### config.mk
export PLATFORM = sky130hd
export DESIGN_NAME = mc_ctrl_flat
export DESIGN_NICKNAME = d
export VERILOG_FILES = /design/src/rtl/mips_pkg.sv /design/src/rtl/mc_ctrl_if.sv /design/src/rtl/mc_decode.sv /design/src/rtl/mc_ctrl.sv /design/src/flat_wrapper.sv
export SDC_FILE = /design/constraint.sdc
export NUM_CORES = 1
export LEC_CHECK = 0
export CORE_AREA = 2 2 48 50
export CTS_CLUSTER_SIZE = 30
export DETAILED_ROUTE_END_ITERATION = 8
export DIE_AREA = 0 0 50 52
export GPL_ROUTABILITY_DRIVEN = 0
export HOLD_SLACK_MARGIN = 0.03
export PLACE_DENSITY_LB_ADDON = 0.1
export SYNTH_ARGS = -nofsm -noshare
export SYNTH_HDL_FRONTEND = slang
export SYNTH_HIERARCHICAL = 1
export SYNTH_SLANG_ARGS = --single-unit
### constraint.sdc
create_clock -name clk -period 4.13 [get_ports clk]
set_clock_uncertainty 0.1 [all_clocks]
set_input_delay 0.6195 -clock clk [delete_from_list [all_inputs] [get_ports clk]]
set_output_delay 0.6195 -clock clk [all_outputs]
set_load 0.02 [all_outputs]
### src/rtl/mips_pkg.sv
// Shared MIPS control definitions: opcodes, controller states, instruction
// classes and the datapath select encodings.
package mips_pkg;

  localparam logic [5:0] OP_RTYPE = 6'b000000;
  localparam logic [5:0] OP_ORI   = 6'b001101;
  localparam logic [5:0] OP_LUI   = 6'b001111;
  localparam logic [5:0] OP_LW    = 6'b100011;
  localparam logic [5:0] OP_SW    = 6'b101011;
  localparam logic [5:0] OP_BEQ   = 6'b000100;
  localparam logic [5:0] OP_J     = 6'b000010;
  localparam logic [5:0] OP_JAL   = 6'b000011;

  localparam logic [5:0] FN_ADDU  = 6'b100001;
  localparam logic [5:0] FN_SUBU  = 6'b100011;

  localparam logic [1:0] ALU_ADD  = 2'b00;
  localparam logic [1:0] ALU_SUB  = 2'b01;
  localparam logic [1:0] ALU_OR   = 2'b10;

  localparam logic [1:0] EXT_ZERO = 2'b00;
  localparam logic [1:0] EXT_SIGN = 2'b01;
  localparam logic [1:0] EXT_HI16 = 2'b10;

  localparam logic [1:0] NPC_PC4  = 2'b00;
  localparam logic [1:0] NPC_BR   = 2'b01;
  localparam logic [1:0] NPC_J    = 2'b10;

  localparam logic [1:0] WR_RT    = 2'b00;
  localparam logic [1:0] WR_RD    = 2'b01;
  localparam logic [1:0] WR_31    = 2'b10;

  localparam logic [1:0] WD_ALU   = 2'b00;
  localparam logic [1:0] WD_DM    = 2'b01;
  localparam logic [1:0] WD_PC    = 2'b10;

  typedef enum logic [3:0] {
    FETCH, DCD, EXE, MEM_RD, MEM_WR, WB_ALU, WB_MEM, BRANCH, JUMP
  } state_e;

  typedef enum logic [3:0] {
    CLS_ADDU, CLS_SUBU, CLS_ORI, CLS_LUI, CLS_LW, CLS_SW,
    CLS_BEQ, CLS_J, CLS_JAL, CLS_ILL
  } cls_e;

  typedef struct packed {
    logic [1:0] alu_op;
    logic [1:0] ext_op;
    logic       b_sel;
  } exe_sel_t;

  // ALU/operand selects set up in EXE and held through the memory/writeback states
  function automatic exe_sel_t exe_sel(cls_e cls);
    exe_sel_t s;
    s = '0;
    case (cls)
      CLS_ADDU: s = '{alu_op: ALU_ADD, ext_op: EXT_ZERO, b_sel: 1'b0};
      CLS_SUBU: s = '{alu_op: ALU_SUB, ext_op: EXT_ZERO, b_sel: 1'b0};
      CLS_ORI:  s = '{alu_op: ALU_OR,  ext_op: EXT_ZERO, b_sel: 1'b1};
      CLS_LUI:  s = '{alu_op: ALU_ADD, ext_op: EXT_HI16, b_sel: 1'b1};
      CLS_LW,
      CLS_SW:   s = '{alu_op: ALU_ADD, ext_op: EXT_SIGN, b_sel: 1'b1};
      default:  s = '0;
    endcase
    return s;
  endfunction

endpackage

### src/rtl/mc_ctrl_if.sv
// Control/status bundle between the multi-cycle controller (master) and the
// datapath (slave).
interface mc_ctrl_if;
  logic [5:0] Op;
  logic [5:0] Funct;
  logic       Zero;
  logic       PCWr;
  logic       IRWr;
  logic       RFWr;
  logic       DMWr;
  logic [1:0] EXTOp;
  logic [1:0] ALUOp;
  logic [1:0] NPCOp;
  logic       BSel;
  logic [1:0] WRSel;
  logic [1:0] WDSel;
  logic       illegal;
  logic       instret;

  modport master (
    input  Op, Funct, Zero,
    output PCWr, IRWr, RFWr, DMWr, EXTOp, ALUOp, NPCOp, BSel, WRSel, WDSel,
           illegal, instret
  );

  modport slave (
    output Op, Funct, Zero,
    input  PCWr, IRWr, RFWr, DMWr, EXTOp, ALUOp, NPCOp, BSel, WRSel, WDSel,
           illegal, instret
  );
endinterface

### src/rtl/mc_decode.sv
// Combinational instruction classifier: Op/Funct to instruction class.
module mc_decode
  import mips_pkg::*;
(
  input  logic [5:0] op,
  input  logic [5:0] funct,
  output cls_e       cls,
  output logic       illegal
);

  always_comb begin
    cls = CLS_ILL;
    case (op)
      OP_RTYPE: begin
        case (funct)
          FN_ADDU: cls = CLS_ADDU;
          FN_SUBU: cls = CLS_SUBU;
          default: cls = CLS_ILL;
        endcase
      end
      OP_ORI:  cls = CLS_ORI;
      OP_LUI:  cls = CLS_LUI;
      OP_LW:   cls = CLS_LW;
      OP_SW:   cls = CLS_SW;
      OP_BEQ:  cls = CLS_BEQ;
      OP_J:    cls = CLS_J;
      OP_JAL:  cls = CLS_JAL;
      default: cls = CLS_ILL;
    endcase
    illegal = (cls == CLS_ILL);
  end

endmodule

### src/rtl/mc_ctrl.sv
// Multi-cycle MIPS main controller: sequences each instruction through
// FETCH/DCD/EXE/MEM/WB and drives all datapath enables and selects.
module mc_ctrl
  import mips_pkg::*;
(
  input  logic        clk,
  input  logic        rst,
  mc_ctrl_if.master   bus
);

  cls_e     cls;
  logic     dec_illegal;
  exe_sel_t sel;
  state_e   state_q, state_d;

  logic       pc_wr, ir_wr, rf_wr, dm_wr, b_sel, illegal, instret;
  logic [1:0] ext_op, alu_op, npc_op, wr_sel, wd_sel;

  mc_decode u_decode (
    .op      (bus.Op),
    .funct   (bus.Funct),
    .cls     (cls),
    .illegal (dec_illegal)
  );

  assign sel = exe_sel(cls);

  always_ff @(posedge clk or posedge rst) begin
    if (rst) state_q <= FETCH;
    else     state_q <= state_d;
  end

  always_comb begin
    state_d = state_q;
    pc_wr   = 1'b0;
    ir_wr   = 1'b0;
    rf_wr   = 1'b0;
    dm_wr   = 1'b0;
    b_sel   = 1'b0;
    illegal = 1'b0;
    instret = 1'b0;
    ext_op  = '0;
    alu_op  = '0;
    npc_op  = '0;
    wr_sel  = '0;
    wd_sel  = '0;
    case (state_q)
      FETCH: begin
        ir_wr   = 1'b1;
        pc_wr   = 1'b1;
        npc_op  = NPC_PC4;
        state_d = DCD;
      end
      DCD: begin
        case (cls)
          CLS_ADDU, CLS_SUBU, CLS_ORI, CLS_LUI, CLS_LW, CLS_SW: state_d = EXE;
          CLS_BEQ:        state_d = BRANCH;
          CLS_J, CLS_JAL: state_d = JUMP;
          default: begin
            illegal = dec_illegal;
            state_d = FETCH;
          end
        endcase
      end
      EXE: begin
        {alu_op, ext_op, b_sel} = sel;
        if (cls == CLS_LW)      state_d = MEM_RD;
        else if (cls == CLS_SW) state_d = MEM_WR;
        else                    state_d = WB_ALU;
      end
      MEM_RD: begin
        {alu_op, ext_op, b_sel} = sel;
        state_d = WB_MEM;
      end
      MEM_WR: begin
        {alu_op, ext_op, b_sel} = sel;
        dm_wr   = 1'b1;
        instret = 1'b1;
        state_d = FETCH;
      end
      WB_ALU: begin
        {alu_op, ext_op, b_sel} = sel;
        rf_wr   = 1'b1;
        wd_sel  = WD_ALU;
        wr_sel  = (cls == CLS_ADDU || cls == CLS_SUBU) ? WR_RD : WR_RT;
        instret = 1'b1;
        state_d = FETCH;
      end
      WB_MEM: begin
        rf_wr   = 1'b1;
        wd_sel  = WD_DM;
        wr_sel  = WR_RT;
        instret = 1'b1;
        state_d = FETCH;
      end
      BRANCH: begin
        alu_op  = ALU_SUB;
        npc_op  = NPC_BR;
        pc_wr   = bus.Zero;
        instret = 1'b1;
        state_d = FETCH;
      end
      JUMP: begin
        pc_wr   = 1'b1;
        npc_op  = NPC_J;
        if (cls == CLS_JAL) begin
          rf_wr  = 1'b1;
          wr_sel = WR_31;
          wd_sel = WD_PC;
        end
        instret = 1'b1;
        state_d = FETCH;
      end
      default: state_d = FETCH;
    endcase
    // Reset masks outputs combinationally so an aborted instruction commits nothing
    if (rst) begin
      {pc_wr, ir_wr, rf_wr, dm_wr, b_sel, illegal, instret} = '0;
      {ext_op, alu_op, npc_op, wr_sel, wd_sel} = '0;
    end
  end

  assign bus.PCWr    = pc_wr;
  assign bus.IRWr    = ir_wr;
  assign bus.RFWr    = rf_wr;
  assign bus.DMWr    = dm_wr;
  assign bus.EXTOp   = ext_op;
  assign bus.ALUOp   = alu_op;
  assign bus.NPCOp   = npc_op;
  assign bus.BSel    = b_sel;
  assign bus.WRSel   = wr_sel;
  assign bus.WDSel   = wd_sel;
  assign bus.illegal = illegal;
  assign bus.instret = instret;

endmodule
### src/flat_wrapper.sv
// flat-port wrapper written by rule: the top's interface ports become plain ports
module mc_ctrl_flat import mips_pkg::*;
  (clk, rst, bus_Op, bus_Funct, bus_Zero, bus_PCWr, bus_IRWr, bus_RFWr, bus_DMWr, bus_EXTOp, bus_ALUOp, bus_NPCOp, bus_BSel, bus_WRSel, bus_WDSel, bus_illegal, bus_instret);
  mc_ctrl_if bus_i ();
  input  logic clk;
  input  logic rst;
  input wire logic [$bits(bus_i.Op)-1:0] bus_Op;
  input wire logic [$bits(bus_i.Funct)-1:0] bus_Funct;
  input wire logic [$bits(bus_i.Zero)-1:0] bus_Zero;
  output wire logic [$bits(bus_i.PCWr)-1:0] bus_PCWr;
  output wire logic [$bits(bus_i.IRWr)-1:0] bus_IRWr;
  output wire logic [$bits(bus_i.RFWr)-1:0] bus_RFWr;
  output wire logic [$bits(bus_i.DMWr)-1:0] bus_DMWr;
  output wire logic [$bits(bus_i.EXTOp)-1:0] bus_EXTOp;
  output wire logic [$bits(bus_i.ALUOp)-1:0] bus_ALUOp;
  output wire logic [$bits(bus_i.NPCOp)-1:0] bus_NPCOp;
  output wire logic [$bits(bus_i.BSel)-1:0] bus_BSel;
  output wire logic [$bits(bus_i.WRSel)-1:0] bus_WRSel;
  output wire logic [$bits(bus_i.WDSel)-1:0] bus_WDSel;
  output wire logic [$bits(bus_i.illegal)-1:0] bus_illegal;
  output wire logic [$bits(bus_i.instret)-1:0] bus_instret;
  assign bus_i.Op = bus_Op;
  assign bus_i.Funct = bus_Funct;
  assign bus_i.Zero = bus_Zero;
  assign bus_PCWr = bus_i.PCWr;
  assign bus_IRWr = bus_i.IRWr;
  assign bus_RFWr = bus_i.RFWr;
  assign bus_DMWr = bus_i.DMWr;
  assign bus_EXTOp = bus_i.EXTOp;
  assign bus_ALUOp = bus_i.ALUOp;
  assign bus_NPCOp = bus_i.NPCOp;
  assign bus_BSel = bus_i.BSel;
  assign bus_WRSel = bus_i.WRSel;
  assign bus_WDSel = bus_i.WDSel;
  assign bus_illegal = bus_i.illegal;
  assign bus_instret = bus_i.instret;
  mc_ctrl u_core (.clk(clk), .rst(rst), .bus(bus_i));
endmodule
==> results.py, run 1 <==
metrics = {
    "setup_path": {
        "rrSetupSlack_ns": 2.67,
        "crit_path_frequent_cell": "clkdlybuf4s50_1",
        "critical_path.max_stage_delay_ns": 0.61,
        "worst_r2r_endpoint": "u_core/state_q[1]",
        "worstPathArrival_ns": 3.23,
        "path_buf_inv": 2,
        "reg2reg_depth": 3,
        "crit_chain": "clkdlybuf4s50_1, or3b_2, o32ai_2, nand2_1, or4_1, nor2_1, clkdlybuf4s50_1",
        "setup.worst_path.class": "in2out",
        "critical_path.startpoint": "bus_Op[4]",
        "crit_end": "bus_WRSel[0]",
        "critPathRequiredTime_ns": 3.41,
        "crit_path_max_fanout": 6,
        "cp_slowest_cell": "clkdlybuf4s50_1",
        "end_kind": "output port",
        "path_delay_family": "simple AND/OR/NAND/NOR gates",
        "worstSetupStartpointType": "input port",
        "crit-reg2reg-launch": "u_core/state_q[1]",
        "timing.critical_path.depth": 7,
    },
    "sta": {
        "final.setup.worst_slack_ns": 0.183,
        "timing.final.hold_violations": 0,
        "worst_slack_on_hold_paths_ns": 0.592,
        "tightestPinTransition_ns": 0.468,
        "tns_ns": 0,
        "finalCritPeriodShare_pct": 95.6,
        "timing_max_transition_violations_final": 0,
        "report.final.setup_viol": 0,
        "min_period_ns": 3.95,
        "achievable-frequency_mhz": 253,
        "worst_slew_margin_rel_pct": 68.8,
    },
    "synth": {
        "syn-num-nets": 112,
        "avgSynthCellArea_sq_um": 7.25,
        "synth.yosys.seq_area_share_pct": 14.2,
        "synth.cell_area_sq_um": 703,
        "synthCells": 97,
        "synth_top_flop_cell": "dfrtp_1",
        "postSynth.asyncResetShare_pct": 100,
        "synth-edff-count": 0,
        "synth_warnings": 6,
        "synth-seq-cells": 4,
        "synthDistinctLibCells": 43,
    },
    "routing": {
        "routed_via_density": 5.31,
        "initialDrtViolationCount": 6,
        "drcViolationCount": 0,
        "routed_wirelength_microns": 1930,
        "drtAntennaViolNets": 0,
        "firstDrtPassIters": 4,
        "detailroute.via_count": 839,
        "routed_length_per_placed_instance_microns": 12.2,
    },
    "die": {
        "pin_count": 32,
        "placement_rows": 17,
        "initial_util_pct": 33.4,
        "total_core_area_sq_um": 2110,
        "die-area_sq_um": 2600,
        "die_w_microns": 50,
        "die_h_microns": 52,
    },
    "final_layout": {
        "post-route-cell-area_sq_um": 1060,
        "finalNetCount": 147,
        "biggestRegsByFlops": "u_core/state_q (4)",
        "area_growth_syn_to_layout_pct": 51.4,
        "layout.cells.non_filler": 158,
        "largest-register": "u_core/state_q",
        "antenna_cells_inserted": 0,
        "flip_flop_count_of_the_largest_register_after_layout": 4,
        "share_of_layout_cells_above_drive_strength_1_pct": 16.2,
    },
    "power_and_ir_drop": {
        "portion_of_total_power_attributed_to_combinational_logic_pct": 42.3,
        "static-leakage-power_nw": 0.398,
        "switching_share_pct": 32.0,
        "ir_drop_mv": 0.109,
        "power_density_nw_per_um2": 151,
        "p_clk_share_pct": 29.0,
        "power.net_switching_uw": 51.3,
        "p_seq_share_pct": 28.8,
        "internal_power_uw": 109,
    },
    "cts": {
        "cts_sinks": 4,
        "post-cts-setup-buffers": 0,
        "worst_skew_pair.late_latency_ns": 0.23,
        "cts_resized": 0,
        "holdBufCountCts": 0,
        "number_of_buffers_created_by_cts": 3,
        "cts_tree": "done",
        "path_clk_slew_ns": 0.04,
        "cts_max_path_buffers": 2,
        "cts_root_buffer": "clkbuf_4",
        "h-tree-depth": 1,
    },
    "global_routing": {
        "congestion_overflow_gr": 0,
        "first_global_vias": 815,
        "grt_pass1_wl_microns": 3260,
        "grt_start_max_net_pins": 15,
        "grt.total_usage_pct": 15.7,
        "antenna_found_initial": 0,
    },
    "run_status": {
        "status": "finished, final reports clean",
    },
    "placed_design": {
        "port_buffers": 31,
        "detailed_place.area_sq_um": 1030,
        "place_inst": 155,
        "pre_cts_slack_ns": 0.111,
        "dp_hpwl_microns": 1570,
    },
    "flow_run": {
        "maxCapViolations": 0,
    },
    "hold_path": {
        "worst_hold_path_type": "in2async",
    },
}
-- cell usage in the layout (no fill, tap or decap), types with 2 or more instances in the layout --
cell | netlist | routed
o22ai_1 | 2 | 2
clkbuf_4 | 2 | 3
nand3_1 | 3 | 3
nor2_1 | 8 | 8
nor3_2 | 3 | 3
nor3_1 | 11 | 11
o21a_1 | 2 | 2
clkdlybuf4s50_1 | 0 | 30
a31oi_1 | 4 | 4
buf_4 | 1 | 6
xnor2_1 | 4 | 4
dfrtp_1 | 4 | 4
nand2_1 | 11 | 11
inv_1 | 4 | 4
a21oi_1 | 4 | 4
nand3b_1 | 3 | 3
-- layer usage --
metal / global-route usage [%] / vias up / wire, microns
met3: 2.01 / 0 / 86
met1: 15.0 / 387 / 746
met5: 0 / - / 0
met4: 2.78 / 0 / 0
li1: - / 427 / -
met2: 34.6 / 25 / 1090
-- power groups by stage --
| stage | Combinational [mW] | Clock [mW] | Sequential (mW) |
|---|---|---|---|
| floorplan | 0.0428 | 0 | 0.0432 |
| finish | 0.0678 | 0.0465 | 0.0461 |
| CTS | 0.0671 | 0.0485 | 0.0461 |
| global route | 0.0740 | 0.0521 | 0.0466 |
| detailed placement | 0.0668 | 0 | 0.0465 |
| global placement | 0.0659 | 0 | 0.0465 |
-- cell type report --
class	instances	area, sq um
Fill cell	204	1040
Multi-Input combinational cell	81	528
Timing Repair Buffer	37	358
Sequential cell	4	100
Tap cell	28	35.0
Clock buffer	3	22.5
Inverter	5	21.3
-- worst reg2reg max path: cells and delay by family, from the launching register on --
kind             cells  cell delay, ns
AND/OR/NAND/NOR      1            0.17
AO/OA/AOI/OAI        2            0.43
flip-flops           1            0.62
-- synthesized netlist by cell type (2+ instances only) --
cell      count  area [sq um]
clkbuf_4      2          15.0
a21oi_1       4          20.0
buf_6         3          33.8
inv_1         4          15.0
nor3_2        3          30.0
o32ai_1       2          17.5
nor2_1        8          30.0
o22ai_1       2          12.5
nand3_1       3          15.0
nor3_1       11          55.1
nand2_1      11          41.3
dfrtp_1       4           100
o21a_1        2          15.0
nand3b_1      3          22.5
a31oi_1       4          25.0
xnor2_1       4          35.0
-- logic make-up after synthesis --
logic type / share of synthesized area (%)
AOI/OAI and AO/OA: 21.2
and+or+nand+nor: 46.6
xor gates and xnor gates: 6.23
DFF: 14.2
buffers and inverters: 11.7
-- worst min path at each step --
stage                      start                end  slack [ns]  cells after the start
2_1_floorplan                rst  u_core/state_q[0]        0.30                      1
3_3_place_gp   u_core/state_q[3]  u_core/state_q[3]        0.64                      2
3_5_place_dp   u_core/state_q[3]  u_core/state_q[0]        0.65                      2
4_1_cts                      rst  u_core/state_q[1]        0.59                      2
5_1_grt                      rst  u_core/state_q[3]        0.61                      2
6_report                     rst  u_core/state_q[2]        0.59                      2
-- stage by stage --
step / utilization (%) / total power, mW
floorplan: - / 0.0859
CTS: 50.1 / 0.162
finish: 50.6 / 0.160
global placement: 49.0 / 0.112
detailed placement: 49.0 / 0.113
global route: 50.6 / 0.173
No activity file was read; power rests on OpenSTA's default activity.
==> run 2, diff against run 1 <==
--- a/config.mk
+++ b/config.mk
@@ -5,13 +5,14 @@
 export SDC_FILE = /design/constraint.sdc
 export NUM_CORES = 1
 export LEC_CHECK = 0
+export ABC_AREA = 0
 export CORE_AREA = 2 2 48 50
-export CTS_CLUSTER_SIZE = 30
+export CTS_CLUSTER_SIZE = 24
 export DETAILED_ROUTE_END_ITERATION = 8
 export DIE_AREA = 0 0 50 52
 export GPL_ROUTABILITY_DRIVEN = 0
 export HOLD_SLACK_MARGIN = 0.03
-export PLACE_DENSITY_LB_ADDON = 0.1
+export PLACE_DENSITY = 0.79
 export SYNTH_ARGS = -nofsm -noshare
 export SYNTH_HDL_FRONTEND = slang
 export SYNTH_HIERARCHICAL = 1
==> run 2 against run 1 <==
  * Sequential power about the same
  * Register-to-register slack got worse by 0.02 ns
  * Flip-flop and latch count unchanged
  * Non-clock buffer count increased by 1
  * Via count unchanged
  * Worst setup slack got worse by 0.0070 ns
  * Clock power increased by 3%
  * Design area increased by 0.47%
  * Die area unchanged
  * Largest cell class unchanged
  * Largest power group unchanged
  * Highest routed layer unchanged
==> results.py, run 2 (same netlist as run 1, synthesis figures left out) <==
metrics = {
    "setup_path": {
        "setup.worst_path.class": "in2out",
        "rrSetupSlack_ns": 2.65,
        "crit-reg2reg-launch": "u_core/state_q[1]",
        "worstSetupStartpointType": "input port",
        "worst_r2r_endpoint": "u_core/state_q[0]",
        "critPathRequiredTime_ns": 3.41,
        "reg2reg_depth": 2,
        "end_kind": "output port",
        "crit_path_max_fanout": 6,
        "worstPathArrival_ns": 3.23,
    },
    "cts": {
        "cts_sinks": 4,
        "worst_skew_pair.late_latency_ns": 0.23,
        "cts_tree": "done",
        "holdBufCountCts": 0,
        "h-tree-depth": 1,
        "cts_root_buffer": "clkbuf_4",
        "number_of_buffers_created_by_cts": 3,
        "path_clk_slew_ns": 0.04,
        "cts_max_path_buffers": 2,
    },
    "final_layout": {
        "most-common-layout-cells": "clkdlybuf4s50_1, nand2_1, nor3_1, nor2_1, buf_4",
        "share_of_layout_cells_above_drive_strength_1_pct": 16.8,
        "area_growth_syn_to_layout_pct": 52.1,
        "layout.cells.most_common": "clkdlybuf4s50_1",
        "finalNetCount": 148,
        "biggestRegsByFlops": "u_core/state_q (4)",
        "largest-register": "u_core/state_q",
        "finalCoreUtilization_pct": 50.8,
        "flip_flop_count_of_the_largest_register_after_layout": 4,
        "antenna_cells_inserted": 0,
        "layout.cells.non_filler": 159,
    },
    "die": {
        "die_h_microns": 52,
        "placement_rows": 17,
        "initial_util_pct": 33.4,
        "pin_count": 32,
        "die_w_microns": 50,
        "total_core_area_sq_um": 2110,
        "die-area_sq_um": 2600,
    },
    "global_routing": {
        "first_global_vias": 768,
        "antenna_found_initial": 0,
        "congestion_overflow_gr": 0,
        "grt_start_max_net_pins": 15,
        "grt.total_usage_pct": 15.2,
        "grt_pass1_wl_microns": 3120,
    },
    "sta": {
        "timing.final.hold_violations": 0,
        "report.final.setup_viol": 0,
        "worst_slew_margin_rel_pct": 68.5,
        "finalCritPeriodShare_pct": 95.7,
        "timing_max_transition_violations_final": 0,
        "tns_ns": 0,
        "achievable-frequency_mhz": 253,
        "tightestPinTransition_ns": 0.472,
        "rsz_0062_raised_after_global_routing": "no",
        "min_period_ns": 3.95,
        "final.setup.worst_slack_ns": 0.176,
    },
    "flow_run": {
        "maxCapViolations": 0,
    },
    "power_and_ir_drop": {
        "final_power_uw": 162,
        "static-leakage-power_nw": 0.384,
        "ir_drop_mv": 0.111,
        "power_density_nw_per_um2": 152,
    },
    "routing": {
        "drcViolationCount": 0,
        "detailroute.via_count": 839,
        "routed_length_per_placed_instance_microns": 11.5,
        "routed_via_density": 5.28,
        "drtAntennaViolNets": 0,
        "initialDrtViolationCount": 13,
        "firstDrtPassIters": 4,
        "dr_wl_met3_microns": 66,
        "routed_wirelength_microns": 1820,
        "wl_met2_microns": 990,
        "met1_length_microns": 765,
        "top_signal_layer_used": "met3",
    },
    "placed_design": {
        "place_inst": 156,
        "dp_hpwl_microns": 1500,
        "port_buffers": 31,
        "pre_cts_slack_ns": 0.128,
    },
    "hold_path": {
        "worst_hold_path_type": "in2async",
    },
    "run_status": {
        "status": "finished, final reports clean",
    },
}
-- run 2: how the worst max path moves through the flow --
stage	from	end	slack, ns	cells past startpoint
6_report	bus_Op[4]	bus_WRSel[0]	0.18	7
5_1_grt	bus_Op[0]	bus_BSel	0.05	9
4_1_cts	bus_Op[1]	bus_WRSel[0]	0.13	7
3_5_place_dp	bus_Op[1]	bus_WRSel[0]	0.13	7
3_3_place_gp	bus_Op[1]	bus_WRSel[0]	0.17	7
2_1_floorplan	bus_Op[1]	bus_WRSel[0]	0.96	6
-- run 2: final cells by class --
| cell class | count | area [sq um] |
|---|---|---|
| Fill cell | 204 | 1040 |
| Inverter | 5 | 21.3 |
| Clock buffer | 3 | 22.5 |
| Multi-Input combinational cell | 81 | 528 |
| Timing Repair Buffer | 38 | 363 |
| Sequential cell | 4 | 100 |
| Tap cell | 28 | 35.0 |
-- run 2: power by group --
group          internal, mW  leakage (nW)  switching, mW
combinational        0.0363         0.315         0.0319
sequential           0.0410        0.0557        0.00499
clock                0.0325        0.0138         0.0154
-- run 2: worst max-delay path, cell delays in order --
cell,delay [ns]
clkdlybuf4s50_1,0.52
or3b_2,0.54
o32ai_2,0.15
nand2_1,0.16
or4_1,0.54
nor2_1,0.11
clkdlybuf4s50_1,0.61
-- run 2: what timing repair did --
action                                  4_1_cts  5_1_grt
resized for setup                             0        1
hold endpoints to repair                      0        0
setup buffers                                 0        0
endpoints found under the setup margin        0        2
-- run 2: per-layer routing --
metal	vias to the layer above	GRT usage, %
met5	-	0
met4	0	6.94
met3	0	1.15
met2	26	30.5
met1	382	15.9
li1	431	-
-- run 2: through the flow --
| stage | hold WS, ns | cell area (sq um) |
|---|---|---|
| 3_3_place_gp | 0.635 | 1040 |
| 3_5_place_dp | 0.657 | 1040 |
| 2_1_floorplan | 0.302 | 703 |
| 5_1_grt | 0.614 | 1070 |
| 6_report | 0.566 | 1070 |
| 4_1_cts | 0.573 | 1060 |
==> run 3, diff against run 2 <==
--- a/config.mk
+++ b/config.mk
@@ -6,13 +6,16 @@
 export NUM_CORES = 1
 export LEC_CHECK = 0
 export ABC_AREA = 0
-export CORE_AREA = 2 2 48 50
+export CELL_PAD_IN_SITES_DETAIL_PLACEMENT = 0
+export CELL_PAD_IN_SITES_GLOBAL_PLACEMENT = 2
+export CORE_AREA = 2 2 59 61
 export CTS_CLUSTER_SIZE = 24
 export DETAILED_ROUTE_END_ITERATION = 8
-export DIE_AREA = 0 0 50 52
+export DIE_AREA = 0 0 61 63
 export GPL_ROUTABILITY_DRIVEN = 0
+export GPL_TIMING_DRIVEN = 0
 export HOLD_SLACK_MARGIN = 0.03
-export PLACE_DENSITY = 0.79
+export PLACE_DENSITY = 0.92
 export SYNTH_ARGS = -nofsm -noshare
 export SYNTH_HDL_FRONTEND = slang
 export SYNTH_HIERARCHICAL = 1
==> run 3 against run 2 <==
  * Final cell count up 9.4%
  * Via count down 1.9%
  * Worst setup slack better by 0.066 ns
  * Global-route usage down 4.8 points
  * Non-clock buffer count down 3
  * Maximum frequency up 1.7%
  * Core utilization down 17 points
  * First-iteration DRC count rose to 3.3 times the previous value
  * Register-to-register slack better by 0.14 ns
  * Clock power up 4%
  * Design area up 1.3%
  * Sequential power down 5.9%
==> results.py, run 3 (same netlist as run 1, synthesis figures left out) <==
metrics = {
    "cts": {
        "cts_sinks": 4,
        "worst_skew_pair.late_latency_ns": 0.24,
        "cts_max_path_buffers": 2,
        "number_of_buffers_created_by_cts": 3,
        "path_clk_slew_ns": 0.04,
        "cts_tree": "done",
        "post-cts-setup-buffers": 0,
        "cts_root_buffer": "clkbuf_4",
        "h-tree-depth": 1,
    },
    "placed_design": {
        "detailed_place.area_sq_um": 1040,
        "place_inst": 171,
        "port_buffers": 28,
        "pre_cts_slack_ns": -0.0399,
        "dp_hpwl_microns": 1530,
    },
    "power_and_ir_drop": {
        "p_seq_share_pct": 26.7,
        "internal_power_uw": 108,
        "ir_drop_mv": 0.0400,
        "switching_share_pct": 33.2,
        "p_clk_share_pct": 30.6,
        "power.net_switching_uw": 54.0,
        "portion_of_total_power_attributed_to_combinational_logic_pct": 42.7,
        "power_density_nw_per_um2": 150,
        "static-leakage-power_nw": 0.433,
    },
    "final_layout": {
        "most-common-layout-cells": "clkdlybuf4s50_1, nor3_1, nand2_1, nor2_1, clkbuf_4",
        "post-route-cell-area_sq_um": 1080,
        "layout.cells.most_common": "clkdlybuf4s50_1",
        "biggestRegsByFlops": "u_core/state_q (4)",
        "area_growth_syn_to_layout_pct": 54.1,
        "finalNetCount": 145,
        "flip_flop_count_of_the_largest_register_after_layout": 4,
        "largest-register": "u_core/state_q",
        "layout.cells.non_filler": 174,
        "antenna_cells_inserted": 0,
        "share_of_layout_cells_above_drive_strength_1_pct": 18.8,
    },
    "sta": {
        "worst_slew_margin_rel_pct": 75.1,
        "achievable-frequency_mhz": 257,
        "report.final.setup_viol": 0,
        "worst_slack_on_hold_paths_ns": 0.541,
        "rsz_0062_raised_after_global_routing": "no",
        "final.setup.worst_slack_ns": 0.242,
        "finalCritPeriodShare_pct": 94.1,
        "timing.final.hold_violations": 0,
        "tns_ns": 0,
        "min_period_ns": 3.89,
        "tightestPinTransition_ns": 0.368,
        "timing_max_transition_violations_final": 0,
    },
    "global_routing": {
        "grt_start_max_net_pins": 11,
        "congestion_overflow_gr": 0,
        "antenna_found_initial": 0,
        "grt.total_usage_pct": 10.4,
        "first_global_vias": 759,
        "grt_pass1_wl_microns": 3180,
    },
    "setup_path": {
        "crit-reg2reg-launch": "u_core/state_q[2]",
        "setup.worst_path.class": "in2out",
        "critPathRequiredTime_ns": 3.41,
        "worstSetupStartpointType": "input port",
        "worstPathArrival_ns": 3.17,
        "critical_path.startpoint": "bus_Op[5]",
        "crit_path_max_fanout": 9,
        "end_kind": "output port",
    },
    "die": {
        "die_h_microns": 63,
        "die_w_microns": 61,
        "initial_util_pct": 21.8,
        "total_core_area_sq_um": 3230,
        "pin_count": 32,
        "placement_rows": 21,
        "die-area_sq_um": 3840,
    },
    "routing": {
        "detailroute.via_count": 823,
        "firstDrtPassIters": 4,
        "initialDrtViolationCount": 43,
        "drtAntennaViolNets": 0,
        "routed_via_density": 4.73,
        "routed_wirelength_microns": 1910,
        "drcViolationCount": 0,
        "routed_length_per_placed_instance_microns": 11.0,
    },
    "hold_path": {
        "hold_start": "u_core/state_q[0]",
        "worst_hold_path_type": "reg2reg",
    },
    "flow_run": {
        "maxCapViolations": 0,
    },
    "run_status": {
        "status": "finished, final reports clean",
    },
}
==> run 3: cell count changes in the layout (fill, tap and decap cells not counted) <==
cell | previous run | this run
clkdlybuf4s50_1 | 31 | 25
buf_6 | 0 | 3
buf_2 | 0 | 1
dlymetal6s2s_1 | 0 | 3
nand2_2 | 1 | 3
nand2_1 | 11 | 9
buf_4 | 7 | 1
clkbuf_4 | 3 | 5
==> run 3: timing repair <==
| item | CTS | global route |
|---|---|---|
| endpoints found under the setup margin | 1 | 7 |
| pin swaps | 0 | 1 |
| hold buffers | 0 | 0 |
| resized for setup | 2 | 4 |
==> run 3: power by group through the flow <==
stage,clock network (mW),logic [mW],registers [mW]
final,0.0497,0.0693,0.0433
after global routing,0.0549,0.0763,0.0436
after CTS,0.0515,0.0687,0.0433
after detailed placement,0,0.0683,0.0438
after global placement,0,0.0673,0.0438
after floorplan,0,0.0428,0.0432
==> run 3: worst paths after layout <==
kind                                          end  slack, ns  cells after the start
min in group asynchronous       u_core/state_q[0]       0.58                      2
worst max-delay path                  bus_illegal       0.24                      9
worst max register to register  u_core/state_q[0]       2.79                      2
max in group asynchronous       u_core/state_q[3]       3.16                      2
worst min-delay path            u_core/state_q[3]       0.54                      2
worst min register to register  u_core/state_q[3]       0.54                      2
==> run 3: cell type report <==
| cell class | count | area (sq um) |
|---|---|---|
| Sequential cell | 4 | 100 |
| Tap cell | 46 | 57.6 |
| Timing Repair Buffer | 28 | 288 |
| Multi-Input combinational cell | 81 | 533 |
| Fill cell | 349 | 2150 |
| Buffer | 7 | 61.3 |
| Clock buffer | 3 | 22.5 |
| Inverter | 5 | 21.3 |
==> run 3: metal layers <==
layer  routed length (microns)  vias up  part of all wire [%]  GRT usage [%]
met5                         0        -                     0              0
met3                        81        2                   4.2          0.621
met2                       965       22                    51           18.1
met4                        21        0                   1.1           4.89
met1                       840      379                    44           12.5
li1                          -      420                     -              -
==> run 3: per-stage QoR <==
stage	util [%]	power [mW]
4_1_cts	33.1	0.164
3_5_place_dp	32.2	0.112
3_3_place_gp	32.2	0.111
2_1_floorplan	-	0.0859
6_report	33.5	0.162
5_1_grt	33.5	0.175
==> run 3: critical path, stage by stage <==
cell and delay, ns:
clkdlybuf4s50_1 0.54, or3_2 0.53, nor3_1 0.14, a31oi_1 0.06, nor2_1 0.08, clkbuf_4 0.21, nor3_2 0.07, nor4_1 0.26
clkdlybuf4s50_1 0.66
